===== config.mk =====
export PLATFORM = sky130hd
export DESIGN_NAME = fixed_point_divider
export DESIGN_NICKNAME = d
export VERILOG_FILES = /design/src/rtl/fixed_point_divider.sv
export SDC_FILE = /design/constraint.sdc
export NUM_CORES = 1
export LEC_CHECK = 0
export ABC_AREA = 1
export ABC_CLOCK_PERIOD_IN_PS = 9400
export CAP_MARGIN = 20
export CORE_MARGIN = 2
export CORE_UTILIZATION = 50
export CTS_CLUSTER_SIZE = 24
export DETAILED_ROUTE_END_ITERATION = 10
export PLACE_DENSITY = 0.83
export SLEW_MARGIN = 20
export SYNTH_ARGS = -nofsm -noshare
export SYNTH_HDL_FRONTEND = slang
export SYNTH_SLANG_ARGS = --single-unit

===== constraint.sdc =====
create_clock -name clk -period 9.4 [get_ports clk]
set_clock_uncertainty 0.15 [all_clocks]
set_input_delay 2.82 -clock clk [delete_from_list [all_inputs] [get_ports clk]]
set_output_delay 2.82 -clock clk [all_outputs]
set_load 0.1 [all_outputs]

===== src/rtl/fixed_point_divider.sv =====
// Sequential non-restoring unsigned divider for Q(WIDTH-FRAC_BITS).FRAC_BITS operands.
// Produces quotient = (dividend << FRAC_BITS) / divisor, one quotient bit per clock.
module fixed_point_divider #(
    parameter int WIDTH     = 16,
    parameter int FRAC_BITS = 8
) (
    input  logic             clk,
    input  logic             rst,
    input  logic             start,
    input  logic [WIDTH-1:0] dividend,
    input  logic [WIDTH-1:0] divisor,
    output logic             busy,
    output logic             done,
    output logic [WIDTH-1:0] quotient,
    output logic [WIDTH-1:0] remainder,
    output logic             overflow,
    output logic             div_by_zero
);

    localparam int ITER = WIDTH + FRAC_BITS;
    localparam int CW   = $clog2(ITER + 1);

    typedef enum logic [1:0] {IDLE, RUN, FIX, ZERO} state_t;

    state_t           state, state_next;
    logic [WIDTH:0]   p, p_shift, p_step;
    logic [WIDTH-1:0] p_fix;
    logic [WIDTH-1:0] d;
    logic [ITER-1:0]  n, q;
    logic [CW-1:0]    cnt;
    logic             sub, q_bit, last_iter;
    logic [WIDTH-1:0] q_sat;
    logic             q_ovf;

    always_ff @(posedge clk or posedge rst) begin
        if (rst) state <= IDLE;
        else     state <= state_next;
    end

    assign last_iter = (cnt == CW'(ITER - 1));

    always_comb begin
        state_next = state;
        case (state)
            IDLE: if (start) state_next = (divisor == '0) ? ZERO : RUN;
            RUN:  if (last_iter) state_next = FIX;
            FIX:  state_next = IDLE;
            ZERO: if (cnt != '0) state_next = IDLE;
            default: state_next = IDLE;
        endcase
    end

    // One add/subtract stage: the subtract select inverts the divisor and supplies the carry-in.
    always_comb begin
        sub     = ~p[WIDTH];
        p_shift = {p[WIDTH-1:0], n[ITER-1]};
        p_step  = p_shift + ({1'b0, d} ^ {(WIDTH + 1){sub}}) + {{WIDTH{1'b0}}, sub};
        q_bit   = ~p_step[WIDTH];
        p_fix   = p[WIDTH] ? (p[WIDTH-1:0] + d) : p[WIDTH-1:0];
    end

    always_comb begin
        q_ovf = (q[ITER-1:WIDTH] != '0);
        q_sat = q_ovf ? '1 : q[WIDTH-1:0];
    end

    always_ff @(posedge clk or posedge rst) begin
        if (rst) begin
            p           <= '0;
            n           <= '0;
            q           <= '0;
            d           <= '0;
            cnt         <= '0;
            busy        <= 1'b0;
            done        <= 1'b0;
            quotient    <= '0;
            remainder   <= '0;
            overflow    <= 1'b0;
            div_by_zero <= 1'b0;
        end else begin
            done <= 1'b0;
            case (state)
                IDLE: begin
                    if (start) begin
                        d           <= divisor;
                        n           <= {dividend, {FRAC_BITS{1'b0}}};
                        p           <= '0;
                        q           <= '0;
                        cnt         <= '0;
                        busy        <= 1'b1;
                        overflow    <= 1'b0;
                        div_by_zero <= 1'b0;
                    end
                end
                RUN: begin
                    p   <= p_step;
                    n   <= n << 1;
                    q   <= {q[ITER-2:0], q_bit};
                    cnt <= cnt + CW'(1);
                end
                FIX: begin
                    remainder <= p_fix;
                    quotient  <= q_sat;
                    overflow  <= q_ovf;
                    done      <= 1'b1;
                    busy      <= 1'b0;
                end
                ZERO: begin
                    // Finalises on its second edge; the captured dividend still sits in the top of n.
                    cnt <= cnt + CW'(1);
                    if (cnt != '0) begin
                        quotient    <= '1;
                        remainder   <= n[ITER-1 -: WIDTH];
                        div_by_zero <= 1'b1;
                        done        <= 1'b1;
                        busy        <= 1'b0;
                    end
                end
                default: ;
            endcase
        end
    end

endmodule

==> insert_results.sql, run 1 <==
INSERT INTO impl_metrics (metric_group, metric, value, unit) VALUES
('global_route', 'grt_use_total', '25.9', '%'),
('detailed_routing', 'detail-route-antenna-nets', '0', ''),
('synthesis', 'largest_family_of_logic_cells_by_synthesized_area', 'simple AND/OR/NAND/NOR gates', ''),
('timing', 'final_setup_tns', '0', 'ps'),
('worst_hold_path', 'worstHoldPathCells', '2', ''),
('synthesis', 'synth-edff-count', '0', ''),
('critical_path', 'timing.critical_path.to_type', 'primary output', ''),
('synthesis', 'post_synth_mux_area_share', '0', '%'),
('timing', 'relSlewSlack', '28.4', '%'),
('synthesis', 'yosysMostFrequentCell', 'sky130_fd_sc_hd__nand2_1', ''),
('synthesis', 'ys.warnings.count', '0', ''),
('clocking', 'worstSkewPairLatency', '410', 'ps'),
('timing', 'report.final.hold_viol_count', '0', ''),
('final_layout', 'filler_cell_count', '1118', ''),
('critical_path', 'timing.critical_path.arrival', '1950', 'ps'),
('clocking', 'clock_path_buffers', '2', ''),
('synthesis', 'yosys-top-cells-count', 'sky130_fd_sc_hd__nand2_1, sky130_fd_sc_hd__inv_1, sky130_fd_sc_hd__dfrtp_1', ''),
('timing', 'timing.final.crit_share', '52.3', '%'),
('placed_design', 'replace_congestion', '0.981', ''),
('floorplanning', 'die_area', '14600', 'um^2'),
('final_layout', 'num-nets-final', '1028', ''),
('run', 'cap_violations', '0', ''),
('detailed_routing', 'detail_route.iter0.violations', '666', ''),
('synthesis', 'postSynthAreaPerCell', '7.58', 'um^2'),
('synthesis', 'synthTopCellsByArea', 'sky130_fd_sc_hd__dfrtp_1, sky130_fd_sc_hd__nand2_1, sky130_fd_sc_hd__inv_1', ''),
('final_layout', 'area_growth', '20.6', '%'),
('global_route', 'first_global_vias', '6075', ''),
('floorplanning', 'die-height', '121', 'um'),
('final_layout', 'antenna-diode-count', '0', ''),
('critical_path', 'worstPathCellList', 'clkdlybuf4s50_1', ''),
('synthesis', 'post_synth_and_or_nand_nor_area_fraction', '23.6', '%'),
('synthesis', 'yosysUniqueCellTypes', '35', ''),
('worst_hold_path', 'hold_path.startpoint', 'quotient[4]$_DFFE_PP0P_', ''),
('clocking', 'cts_max_level', '4', ''),
('critical_path', 'worst_path_dominant_cell_family', 'buffers and inverters', ''),
('clocking', 'cts.hold.buffers_added', '0', ''),
('synthesis', 'synth_compound_gate_area_share', '14.9', '%'),
('floorplanning', 'floorplan.die.width', '121', 'um'),
('critical_path', 'r2r-end', 'p[5]$_DFFE_PP0P_', ''),
('synthesis', 'adder_cell_fraction_of_synth_area', '6.46', '%'),
('timing', 'rsz0062_at_grt', 'false', ''),
('global_route', 'globalRouteOverflowTotal', '0', ''),
('worst_hold_path', 'hp-class', 'reg2reg', ''),
('critical_path', 'worstSetupPathDepth', '1', ''),
('critical_path', 'rr_worst_depth', '6', ''),
('synthesis', 'synth_top_cell_by_area', 'sky130_fd_sc_hd__dfrtp_1', ''),
('clocking', 'cts_root_buffer', 'sky130_fd_sc_hd__clkbuf_16', ''),
('synthesis', 'synth.top_cell.area_share', '42.5', '%'),
('critical_path', 'timing_worst_setup_path_type', 'reg2out', ''),
('synthesis', 'flip_flop_and_latch_count_after_synthesis', '116', ''),
('status', 'status', 'completed', ''),
('detailed_routing', 'drc', '0', ''),
('timing', 'setup_violations', '0', ''),
('placed_design', 'dp_cell_count', '1116', ''),
('detailed_routing', 'postRouteWirelength', '18300', 'um'),
('critical_path', 'worstSetupStartpointType', 'flop', ''),
('timing', 'timing.final.ws_setup', '4480', 'ps'),
('synthesis', 'postSynth.asyncResetShare', '100', '%'),
('critical_path', 'crit_buf_inv', '1', ''),
('timing', 'period_minus_slack', '4920', 'ps'),
('synthesis', 'ys_dominant_reg_cell', 'sky130_fd_sc_hd__dfrtp_1', ''),
('timing', 'max_freq', '203', 'MHz'),
('placed_design', 'pre_cts_setup_slack', '4430', 'ps'),
('floorplanning', 'core_region_area', '13300', 'um^2'),
('synthesis', 'seq_area_frac_synth', '42.5', '%'),
('floorplanning', 'start_util', '51.3', '%'),
('global_route', 'grt_antenna_before_repair', '0', ''),
('detailed_routing', 'drt_pass1_iterations', '8', ''),
('worst_hold_path', 'timing.hold.worst_endpoint', 'quotient[4]$_DFFE_PP0P_', ''),
('clocking', 'cts_tree', 'yes', ''),
('detailed_routing', 'wire_per_inst', '15.9', 'um');
-- metrics by stage --
step | area, um^2 | util, %
floorplan | 6820 | -
global placement | 7610 | 57.2
detailed placement | 7610 | 57.2
CTS | 8230 | 61.9
global route | 8230 | 61.9
finish | 8230 | 61.9
-- cell families after synthesis --
kind of cell,Yosys count
AND/OR/NAND/NOR,385
XOR/XNOR,23
flip-flops,116
adder cells (fa/ha/maj),34
AO/OA/AOI/OAI,178
buffers and inverters,164
-- final cells by class --
type,instances,area [um^2],share of cell area (%)
clock inverters,11,150,1.82
multi-input cells,620,3270,39.7
repair buffers,72,719,8.74
well taps,176,220,2.68
flip-flops and latches,116,2900,35.3
clock buffers,21,470,5.72
inverters,132,500,6.08
-- worst max path at each step --
stage | start | endpoint | slack, ps
after global placement | start | p[4]$_DFFE_PP0P_ | 4490
after detailed placement | start | q[16]$_DFFE_PP0P_ | 4430
after CTS | remainder[2]$_DFFE_PP0P_ | remainder[2] | 4490
after floorplan | rst | busy$_DFFE_PP0P_ | 3360
after global routing | remainder[2]$_DFFE_PP0P_ | remainder[2] | 4460
final | remainder[2]$_DFFE_PP0P_ | remainder[2] | 4480
-- cell usage in the layout (no fill, tap or decap), drive strengths merged, types with 21 or more instances in the layout --
cell and instances:
nand2 246, inv 133, dfrtp 116, clkdlybuf4s50 70
a21oi 65, nor2 63, o21ai 60, nand3 37
ha 32, o22ai 26, nor3 22, clkbuf 21
-- sequential cells by signal (all words and copies together), names as in the netlist --
name and flops:
busy 1, cnt 5, d 16, div_by_zero 1
done 1, n 16, overflow 1, p 17
q 24, quotient 16, remainder 16, state 2
-- worst reg2reg max path, delay by kind of cell, from the launching register on --
kind	cells	cell delay, ps
buffers and inverters	2	1000
flip-flops	1	900
AND/OR/NAND/NOR	1	850
AO/OA/AOI/OAI	3	570
-- metal layers --
metal	wire (um)	GRT usage [%]	part of all wire, %
met5	0	0	0
met4	454	8.43	2.5
met3	1080	4.86	5.9
met2	8610	41.9	47
met1	8160	35.2	45
Power of run 1 is left out: the tool's default activity adds up to more than one toggle a clock period on the data nets, which glitch-free logic cannot reach.
==> inputs of run 2 (changes only) <==
--- a/config.mk
+++ b/config.mk
@@ -6,7 +6,7 @@
 export NUM_CORES = 1
 export LEC_CHECK = 0
 export ABC_AREA = 1
-export ABC_CLOCK_PERIOD_IN_PS = 9400
+export ABC_CLOCK_PERIOD_IN_PS = 4650
 export CAP_MARGIN = 20
 export CORE_MARGIN = 2
 export CORE_UTILIZATION = 50
==> constraint.sdc (replaced) <==
create_clock -name clk -period 4.65 [get_ports clk]
set_clock_uncertainty 0.15 [all_clocks]
set_input_delay 1.395 -clock clk [delete_from_list [all_inputs] [get_ports clk]]
set_output_delay 1.395 -clock clk [all_outputs]
set_load 0.1 [all_outputs]
==> run 2 against run 1 <==
Compared with the run above:
- design area down 0.30%
- worst setup slack worse by 3300 ps
- global-route usage down 0.099 points
- critical path type unchanged
- critical path depth unchanged
- routed wire length down 2.0%
==> insert_results.sql, run 2 (synthesis gave the netlist of run 1 again) <==
INSERT INTO impl_metrics (metric_group, metric, value, unit) VALUES
('critical_path', 'rr_worst_depth', '7', ''),
('critical_path', 'crit_required', '3110', 'ps'),
('critical_path', 'r2r-end', 'p[5]$_DFFE_PP0P_', ''),
('clocking', 'cts_max_level', '4', ''),
('critical_path', 'crit_buf_inv', '1', ''),
('clocking', 'num_clock_sinks', '116', ''),
('detailed_routing', 'postRouteWirelength', '17900', 'um'),
('critical_path', 'worstPathCellList', 'clkdlybuf4s50_1', ''),
('clocking', 'worstSkewPairLatency', '410', 'ps'),
('critical_path', 'timing.critical_path.slowest_stage_cell', 'sky130_fd_sc_hd__clkdlybuf4s50_1', ''),
('global_route', 'grt_pass1_wl', '29500', 'um'),
('floorplanning', 'num_rows', '42', ''),
('timing', 'finalHoldWorstSlack', '328', 'ps'),
('critical_path', 'worst-r2r-setup-slack', '1410', 'ps'),
('critical_path', 'worst_setup_path_endpoint', 'remainder[2]', ''),
('floorplanning', 'start_util', '51.3', '%'),
('detailed_routing', 'wire_per_inst', '15.6', 'um'),
('timing', 'tightest_slew', '1030', 'ps'),
('timing', 'period_minus_slack', '3500', 'ps'),
('critical_path', 'worstSetupStartpointType', 'flop', ''),
('final_layout', 'area_growth', '20.3', '%'),
('timing', 'timing.final.crit_share', '75.2', '%'),
('global_route', 'globalRouteOverflowTotal', '0', ''),
('clocking', 'cts.hold.buffers_added', '0', ''),
('critical_path', 'crit_path_max_fanout', '2', ''),
('global_route', 'first_global_vias', '5884', ''),
('final_layout', 'largest_register_ff_count', '24', ''),
('clocking', 'cts_made_buffers', '17', ''),
('placed_design', 'port_buffers', '70', ''),
('timing', 'max_freq', '286', 'MHz'),
('floorplanning', 'floorplan.die.width', '121', 'um'),
('run', 'cap_violations', '0', ''),
('critical_path', 'timing.critical_path.to_type', 'primary output', ''),
('status', 'status', 'completed', ''),
('floorplanning', 'die-height', '121', 'um'),
('placed_design', 'dp_hpwl', '12600', 'um'),
('final_layout', 'share_of_layout_cells_above_drive_strength_1', '4.63', '%'),
('detailed_routing', 'drt_pass1_iterations', '5', ''),
('clocking', 'cts_setup_buffers', '0', ''),
('global_route', 'grt_max_degree', '75', ''),
('floorplanning', 'io_pins', '71', ''),
('final_layout', 'multi_input_gate_area_in_the_final_layout', '3270', 'um^2'),
('clocking', 'clock_path_buffers', '2', ''),
('timing', 'final_setup_tns', '0', 'ps'),
('final_layout', 'filler_cell_count', '1080', ''),
('critical_path', 'timing.critical_path.arrival', '1950', 'ps'),
('critical_path', 'worstSetupPathDepth', '1', ''),
('final_layout', 'seq_area', '2900', 'um^2'),
('detailed_routing', 'vias', '6317', ''),
('final_layout', 'num-nets-final', '1029', ''),
('timing', 'report.final.hold_viol_count', '0', ''),
('detailed_routing', 'detail_route.iter0.violations', '650', ''),
('final_layout', 'antenna-diode-count', '0', ''),
('final_layout', 'largest_registers', 'q (24), p (17)', ''),
('detailed_routing', 'detail-route-antenna-nets', '0', ''),
('clocking', 'cts_tree', 'yes', ''),
('critical_path', 'max_stage_delay', '1160', 'ps'),
('clocking', 'cts_resized', '0', ''),
('final_layout', 'largest_register', 'q', ''),
('placed_design', 'replace_congestion', '0.961', ''),
('final_layout', 'layout_commonest_cell', 'sky130_fd_sc_hd__nand2_1', ''),
('timing', 'pins_over_their_slew_limit', '0', ''),
('floorplanning', 'die_area', '14600', 'um^2'),
('final_layout', 'highest_count_cells_in_the_layout_ignoring_fill_and_taps', 'sky130_fd_sc_hd__nand2_1, sky130_fd_sc_hd__inv_1, sky130_fd_sc_hd__dfrtp_1', ''),
('timing', 'relSlewSlack', '31.2', '%'),
('detailed_routing', 'drc', '0', ''),
('detailed_routing', 'post_drt_via_cell_ratio', '5.51', ''),
('global_route', 'grt_antenna_before_repair', '0', ''),
('clocking', 'path_clk_slew', '50', 'ps'),
('timing', 'rsz0062_at_grt', 'false', ''),
('critical_path', 'startpoint_of_the_worst_slack_reg_to_reg_timing_path', 'state[0]$_DFFE_PP0P_', ''),
('critical_path', 'timing_worst_setup_path_type', 'reg2out', ''),
('critical_path', 'worst_path_dominant_cell_family', 'buffers and inverters', ''),
('timing', 'setup_violations', '0', ''),
('clocking', 'cts_root_buffer', 'sky130_fd_sc_hd__clkbuf_16', ''),
('global_route', 'grt_use_total', '25.8', '%'),
('critical_path', 'worst_setup_path_startpoint', 'remainder[2]$_DFFE_PP0P_', ''),
('floorplanning', 'core_region_area', '13300', 'um^2'),
('worst_hold_path', 'hp-class', 'reg2reg', '');
run 2: worst min-delay path by stage:
stage / cells after the start / end / from / slack (ps)
2_1_floorplan: 1 / cnt[4]$_DFFE_PP0P_ / cnt[4]$_DFFE_PP0P_ / 290
3_3_place_gp: 1 / cnt[4]$_DFFE_PP0P_ / cnt[4]$_DFFE_PP0P_ / 310
3_5_place_dp: 1 / cnt[4]$_DFFE_PP0P_ / cnt[4]$_DFFE_PP0P_ / 310
4_1_cts: 1 / cnt[4]$_DFFE_PP0P_ / cnt[4]$_DFFE_PP0P_ / 330
5_1_grt: 1 / cnt[4]$_DFFE_PP0P_ / cnt[4]$_DFFE_PP0P_ / 340
6_report: 1 / cnt[4]$_DFFE_PP0P_ / cnt[4]$_DFFE_PP0P_ / 330
run 2: per-layer routing:
| layer | vias up | global-route usage, % | wire length (um) |
|---|---|---|---|
| li1 | 3061 | - | - |
| met3 | 23 | 4.81 | 1350 |
| met5 | - | 0 | 0 |
| met2 | 268 | 40.4 | 8340 |
| met1 | 2965 | 36.4 | 7940 |
| met4 | 0 | 8.14 | 317 |
run 2: cell type report:
cell class | count | share of cell area [%]
clock inverter | 4 | 0.854
tap | 176 | 2.68
multi-input combinational | 620 | 39.8
sequential | 116 | 35.4
clock buffer | 26 | 6.21
inverter | 132 | 6.10
timing repair buffer | 73 | 8.96
run 2: metrics by stage:
step	instances	setup WS, ps	util, %	area, um^2
final	1147	1150	61.7	8210
after global routing	1147	1110	61.7	8210
after CTS	1147	1140	61.7	8210
after detailed placement	1117	1180	57.4	7630
after global placement	1117	1220	57.4	7630
after floorplan	900	32.6	-	6820
Power of run 2 is left out for the same reason.
==> inputs of run 3 (changes only) <==
--- a/config.mk
+++ b/config.mk
@@ -6,13 +6,13 @@
 export NUM_CORES = 1
 export LEC_CHECK = 0
 export ABC_AREA = 1
-export ABC_CLOCK_PERIOD_IN_PS = 4650
+export ABC_CLOCK_PERIOD_IN_PS = 3000
 export CAP_MARGIN = 20
 export CORE_MARGIN = 2
 export CORE_UTILIZATION = 50
 export CTS_CLUSTER_SIZE = 24
 export DETAILED_ROUTE_END_ITERATION = 10
-export PLACE_DENSITY = 0.83
+export PLACE_DENSITY = 0.85
 export SLEW_MARGIN = 20
 export SYNTH_ARGS = -nofsm -noshare
 export SYNTH_HDL_FRONTEND = slang
==> constraint.sdc (replaced) <==
create_clock -name clk -period 3 [get_ports clk]
set_clock_uncertainty 0.15 [all_clocks]
set_input_delay 0.9 -clock clk [delete_from_list [all_inputs] [get_ports clk]]
set_output_delay 0.9 -clock clk [all_outputs]
set_load 0.1 [all_outputs]
==> run 3 against run 2 <==
Compared with the run above:
- non-clock buffer count up 5
- first-iteration DRC count down 4.2%
- sequential share of layout area barely moved
- cell count up 0.61%
- critical path depth up 9
- flip-flop and latch count did not move
- critical endpoint is now p[14]$_DFFE_PP0P_
- via count grew 0.97%
- register-to-register slack worse by 1000 ps
- global-route usage is 0.45 points lower
- worst hold slack lost 4.5 ps
==> insert_results.sql, run 3 (synthesis gave the netlist of run 1 again) <==
INSERT INTO impl_metrics (metric_group, metric, value, unit) VALUES
('clocking', 'path_clk_slew', '50', 'ps'),
('floorplanning', 'die_area', '14600', 'um^2'),
('final_layout', 'filler_cell_count', '1104', ''),
('floorplanning', 'start_util', '51.3', '%'),
('clocking', 'num_clock_sinks', '116', ''),
('placed_design', 'port_buffers', '70', ''),
('final_layout', 'share_of_layout_cells_above_drive_strength_1', '9.20', '%'),
('detailed_routing', 'detail_route.iter0.violations', '623', ''),
('detailed_routing', 'detail-route-antenna-nets', '0', ''),
('clocking', 'cts_made_buffers', '17', ''),
('run', 'cap_violations', '0', ''),
('final_layout', 'seq_area', '2900', 'um^2'),
('critical_path', 'timing_worst_setup_path_type', 'reg2reg', ''),
('floorplanning', 'floorplan.die.width', '121', 'um'),
('clocking', 'cts_tree', 'yes', ''),
('timing', 'tightest_slew', '1040', 'ps'),
('detailed_routing', 'postRouteWirelength', '17800', 'um'),
('final_layout', 'antenna-diode-count', '0', ''),
('critical_path', 'worstPathCellList', 'buf_12 -> xnor2_1 -> ha_1 -> nand2_1 -> nand2_1 -> o21ai_0 -> o21bai_1 -> nand2_1 -> a21oi_1 -> o21ai_0', ''),
('critical_path', 'most_frequent_cell_on_critical_path', 'sky130_fd_sc_hd__nand2_1', ''),
('final_layout', 'highest_count_cells_in_the_layout_ignoring_fill_and_taps', 'sky130_fd_sc_hd__nand2_1, sky130_fd_sc_hd__inv_1, sky130_fd_sc_hd__dfrtp_1', ''),
('global_route', 'first_global_vias', '6065', ''),
('timing', 'timing.final.crit_share', '86.9', '%'),
('critical_path', 'timing.critical_path.arrival', '2740', 'ps'),
('clocking', 'worstSkewPairLatency', '410', 'ps'),
('detailed_routing', 'drt_pass1_iterations', '5', ''),
('detailed_routing', 'vias', '6378', ''),
('status', 'status', 'completed', ''),
('critical_path', 'worstSetupStartpointType', 'flop', ''),
('timing', 'final_setup_tns', '0', 'ps'),
('worst_hold_path', 'hp-class', 'reg2reg', ''),
('timing', 'report.final.hold_viol_count', '0', ''),
('timing', 'period_minus_slack', '2610', 'ps'),
('critical_path', 'timing.critical_path.slowest_stage_cell', 'sky130_fd_sc_hd__dfrtp_1', ''),
('final_layout', 'largest_register_ff_count', '24', ''),
('clocking', 'cts_max_level', '4', ''),
('timing', 'rsz0062_at_grt', 'false', ''),
('clocking', 'clock_path_buffers', '2', ''),
('global_route', 'grt_antenna_before_repair', '0', ''),
('final_layout', 'largest_registers', 'q (24), p (17)', ''),
('floorplanning', 'io_pins', '71', ''),
('final_layout', 'largest_register', 'q', ''),
('timing', 'max_freq', '384', 'MHz'),
('floorplanning', 'num_rows', '42', ''),
('detailed_routing', 'wire_per_inst', '15.5', 'um'),
('final_layout', 'area_growth', '20.4', '%'),
('global_route', 'grt_max_degree', '117', ''),
('critical_path', 'max_stage_delay', '550', 'ps'),
('timing', 'setup_violations', '0', ''),
('timing', 'relSlewSlack', '30.5', '%'),
('clocking', 'cts_root_buffer', 'sky130_fd_sc_hd__clkbuf_16', ''),
('critical_path', 'crit_path_max_fanout', '26', ''),
('floorplanning', 'die-height', '121', 'um'),
('clocking', 'cts_resized', '0', ''),
('critical_path', 'timing.critical_path.to_type', 'flop', ''),
('final_layout', 'multi_input_gate_area_in_the_final_layout', '3270', 'um^2'),
('placed_design', 'dp_hpwl', '12500', 'um'),
('critical_path', 'crit_required', '3140', 'ps'),
('clocking', 'cts.hold.buffers_added', '0', ''),
('final_layout', 'num-nets-final', '1034', ''),
('critical_path', 'worst_path_dominant_cell_family', 'compound AO/OA/AOI/OAI gates', ''),
('timing', 'pins_over_their_slew_limit', '0', ''),
('floorplanning', 'core_region_area', '13300', 'um^2'),
('clocking', 'cts_setup_buffers', '0', ''),
('detailed_routing', 'drc', '0', ''),
('global_route', 'grt_use_total', '25.4', '%'),
('final_layout', 'layout_commonest_cell', 'sky130_fd_sc_hd__nand2_1', ''),
('placed_design', 'replace_congestion', '0.962', ''),
('detailed_routing', 'post_drt_via_cell_ratio', '5.53', ''),
('global_route', 'globalRouteOverflowTotal', '0', ''),
('critical_path', 'crit_buf_inv', '1', ''),
('global_route', 'grt_pass1_wl', '29100', 'um');
## run 3: changes by cell type in the layout (fill, tap and decap cells not counted), sizes merged
cell           change
buf               +41
bufinv             +2
clkbuf             -6
clkdlybuf4s50     -36
clkinv             +2
clkinvlp           +4
## run 3: cell type report
| type | instances | share of cell area (%) |
|---|---|---|
| Clock inverter | 12 | 2.18 |
| Sequential cell | 116 | 35.3 |
| Multi-Input combinational cell | 620 | 39.8 |
| Timing Repair Buffer | 78 | 8.47 |
| Inverter | 132 | 6.11 |
| Tap cell | 176 | 2.68 |
| Clock buffer | 20 | 5.44 |
## run 3: worst reg2reg max path, stage by stage, from the launching register on
cell and delay, ps:
sky130_fd_sc_hd__dfrtp_1 550, sky130_fd_sc_hd__buf_12 250, sky130_fd_sc_hd__xnor2_1 100, sky130_fd_sc_hd__ha_1 330, sky130_fd_sc_hd__nand2_1 80, sky130_fd_sc_hd__nand2_1 70
sky130_fd_sc_hd__o21ai_0 180, sky130_fd_sc_hd__o21bai_1 340, sky130_fd_sc_hd__nand2_1 140, sky130_fd_sc_hd__a21oi_1 170, sky130_fd_sc_hd__o21ai_0 110
## run 3: routing by layer
metal	global-route usage [%]	wire length (um)
met1	33.6	7650
met2	40.8	8350
met3	4.95	1290
met4	10.7	548
met5	0	0
## run 3: path summary, 6_finish.rpt
| check | start | to | slack, ps | cells past startpoint |
|---|---|---|---|---|
| max in group asynchronous | rst | d[8]$_DFFE_PP0P_ | 1370 | 3 |
| max | p[16]$_DFFE_PP0P_ | p[14]$_DFFE_PP0P_ | 390 | 10 |
| min in group asynchronous | rst | quotient[4]$_DFFE_PP0P_ | 850 | 3 |
| max reg2reg | p[16]$_DFFE_PP0P_ | p[14]$_DFFE_PP0P_ | 390 | 10 |
| min reg2reg | cnt[4]$_DFFE_PP0P_ | cnt[4]$_DFFE_PP0P_ | 320 | 1 |
| min | cnt[4]$_DFFE_PP0P_ | cnt[4]$_DFFE_PP0P_ | 320 | 1 |
## run 3: per-stage QoR
step,instance area [um^2],util [%],hold slack [ps],worst slack [ps],cells
2_1_floorplan,6830,-,290,537,900
3_3_place_gp,7590,57.1,307,378,1122
3_5_place_dp,7590,57.1,315,340,1122
4_1_cts,8210,61.8,322,433,1154
5_1_grt,8210,61.8,350,246,1154
6_report,8210,61.8,324,393,1154
Power of run 3 is left out for the same reason.
==> RTL edit, RTL diff (settings of run 3) <==
The parameter `WIDTH` goes from 16 to 32.
--- a/src/rtl/fixed_point_divider.sv
+++ b/src/rtl/fixed_point_divider.sv
@@ -1,7 +1,7 @@
 // Sequential non-restoring unsigned divider for Q(WIDTH-FRAC_BITS).FRAC_BITS operands.
 // Produces quotient = (dividend << FRAC_BITS) / divisor, one quotient bit per clock.
 module fixed_point_divider #(
-    parameter int WIDTH     = 16,
+    parameter int WIDTH     = 32,
     parameter int FRAC_BITS = 8
 ) (
     input  logic             clk,
Ports: changed (resized dividend, divisor, quotient and remainder); port bits go from 71 to 135. No check against the original RTL was run, so the function may have changed too.
==> RTL edit against run 3 <==
Sequential cell count grew 97. Design area grew 93%. Global-route usage grew 2.1 points. First-iteration DRC count grew 87%. Non-clock buffer count grew 79. Routed wire length grew 120%. Sequential share of layout area shrank 1.8 points. Setup slack lost 0.17 ns. Synthesized area grew 99%. Critical path type unchanged. Critical endpoint is now q[0].
Power is left out: the tool's default activity adds up to more than one toggle a clock period on the data nets, which glitch-free logic cannot reach.
==> RTL edit: results (changes against run 3) <==
metric,value,unit,change
clock latency on the worst-skew pair,0.53,ns,+0.12 ns
CP max FO,17,,-35%
Slew @ Worst Pin,0.876,ns,-0.165 ns
sequential share of the synthesized area,39.2,%,-3.3 points
DP HPWL,29600,um,+140%
placed insts,2321,,+110%
outcome,"finished, final reports clean",,
GR Util All Layers,27.5,%,+2.1 points
setup bufs post-CTS,0,,unchanged
Syn Area/Cell,7.18,um^2,-5.2%
H-tree Lvls,1,,-3
Largest regs,"q x40, p x33",,
required time worst endpoint,3.26,ns,+0.12 ns
initial core utilization,50.7,%,-0.60 points
Post-synth top cells,"nand2_1 (546), inv_1 (266), dfrtp_1 (213)",,
DR iter-0 viols,1163,,+87%
global-route wire length before repair,63000,um,+120%
PortBufs,134,,+91%
clock buffer count from CTS,24,,+7
synth unique cells,45,,+29%
pin count of the biggest net entering global routing,76,,-35%
Worst path slowest cell,dfrtp_2,,
Post-Layout Cell Count,2363,,+100%
Post-layout nets,2140,,+110%
number of global-route vias before repair,12413,,+100%
R2R cell count,13,,+3
"Async S/R FF share, synth",100,%,unchanged
fraction of layout cells with a size suffix above 1,7.86,%,-1.3 points
Detailed Route WL,39600,um,+120%
First-pass DRT Iterations,7,,+2
CP peak stage delay,0.50,ns,-0.05 ns
initial antenna violation count,0,,unchanged
WHS Path Cells,2,,+1
largest buffer count on any clock path,3,,+1
"top cells by area, synth","dfrtp_1 (39%), nand2_1 (15%), inv_1 (7.3%)",,
Via density,5.50,,-0.45%
Main synth FF type,dfrtp_1,,
# fillers,2451,,+120%
Final GP Congestion,0.988,,+2.7%
post-synth net total,2026,,+110%
RTL edit: cell count changes after synthesis, moves of 23 or more:
cell	change
dfrtp_1	+97
inv_1	+140
nor3_1	+23
nand2_1	+303
nor2_1	+95
ha_1	+33
nand3_1	+40
o21ai_0	+61
a21oi_1	+59
RTL edit: what timing repair did:
item | in CTS | in global routing
setup endpoints to repair | 0 | 1
hold buffers | 0 | 0
hold endpoints to repair | 0 | 0
gates resized for setup | 0 | 1
RTL edit: path summary, 6_finish.rpt:
kind	startpoint	endpoint	slack (ns)
max	p[32]	q[0]	0.22
min	quotient[3]	quotient[3]	0.33
max reg2reg	p[32]	q[0]	0.22
min reg2reg	quotient[3]	quotient[3]	0.33
max in group asynchronous	rst	n[39]	1.46
min in group asynchronous	rst	q[5]	0.53
RTL edit: kinds of logic after synthesis:
family	synth area share (%)
flip-flops	39.2
XOR/XNOR	3.22
adder cells (fa/ha/maj)	6.28
buffers and inverters	10.3
AND/OR/NAND/NOR	26.3
AO/OA/AOI/OAI	14.7
RTL edit: final cells by class:
| class | instances | area (um^2) | area share, % |
|---|---|---|---|
| inverters | 271 | 1020 | 6.43 |
| clock inverters | 7 | 125 | 0.787 |
| clock buffers | 35 | 712 | 4.48 |
| flip-flops and latches | 213 | 5330 | 33.5 |
| repair buffers | 157 | 1410 | 8.87 |
| multi-input cells | 1339 | 6860 | 43.2 |
| well taps | 341 | 427 | 2.68 |
RTL edit: per-layer routing:
metal | GRT usage (%) | vias up | routed length [um]
li1 | - | 6354 | -
met1 | 34.7 | 6047 | 16300
met2 | 48.0 | 484 | 19100
met3 | 3.13 | 116 | 2360
met4 | 11.4 | 0 | 1890
met5 | 0 | - | 0
RTL edit: worst max-delay path, delay by kind of cell, from the launching register on:
kind	cells	cell delay, ns
buf+inv	1	0.27
flops	1	0.50
compound gates	3	0.65
fa+ha+maj	1	0.32
xor+xnor	1	0.15
simple gates	7	0.62
RTL edit: stage by stage:
step	instance area, um^2	worst slack (ns)	hold WS (ns)
after global placement	15100	0.192	0.314
after detailed placement	15100	0.197	0.317
after global routing	15900	0.0328	0.343
after CTS	15900	0.205	0.333
final	15900	0.221	0.326
after floorplan	13600	-0.820	0.316
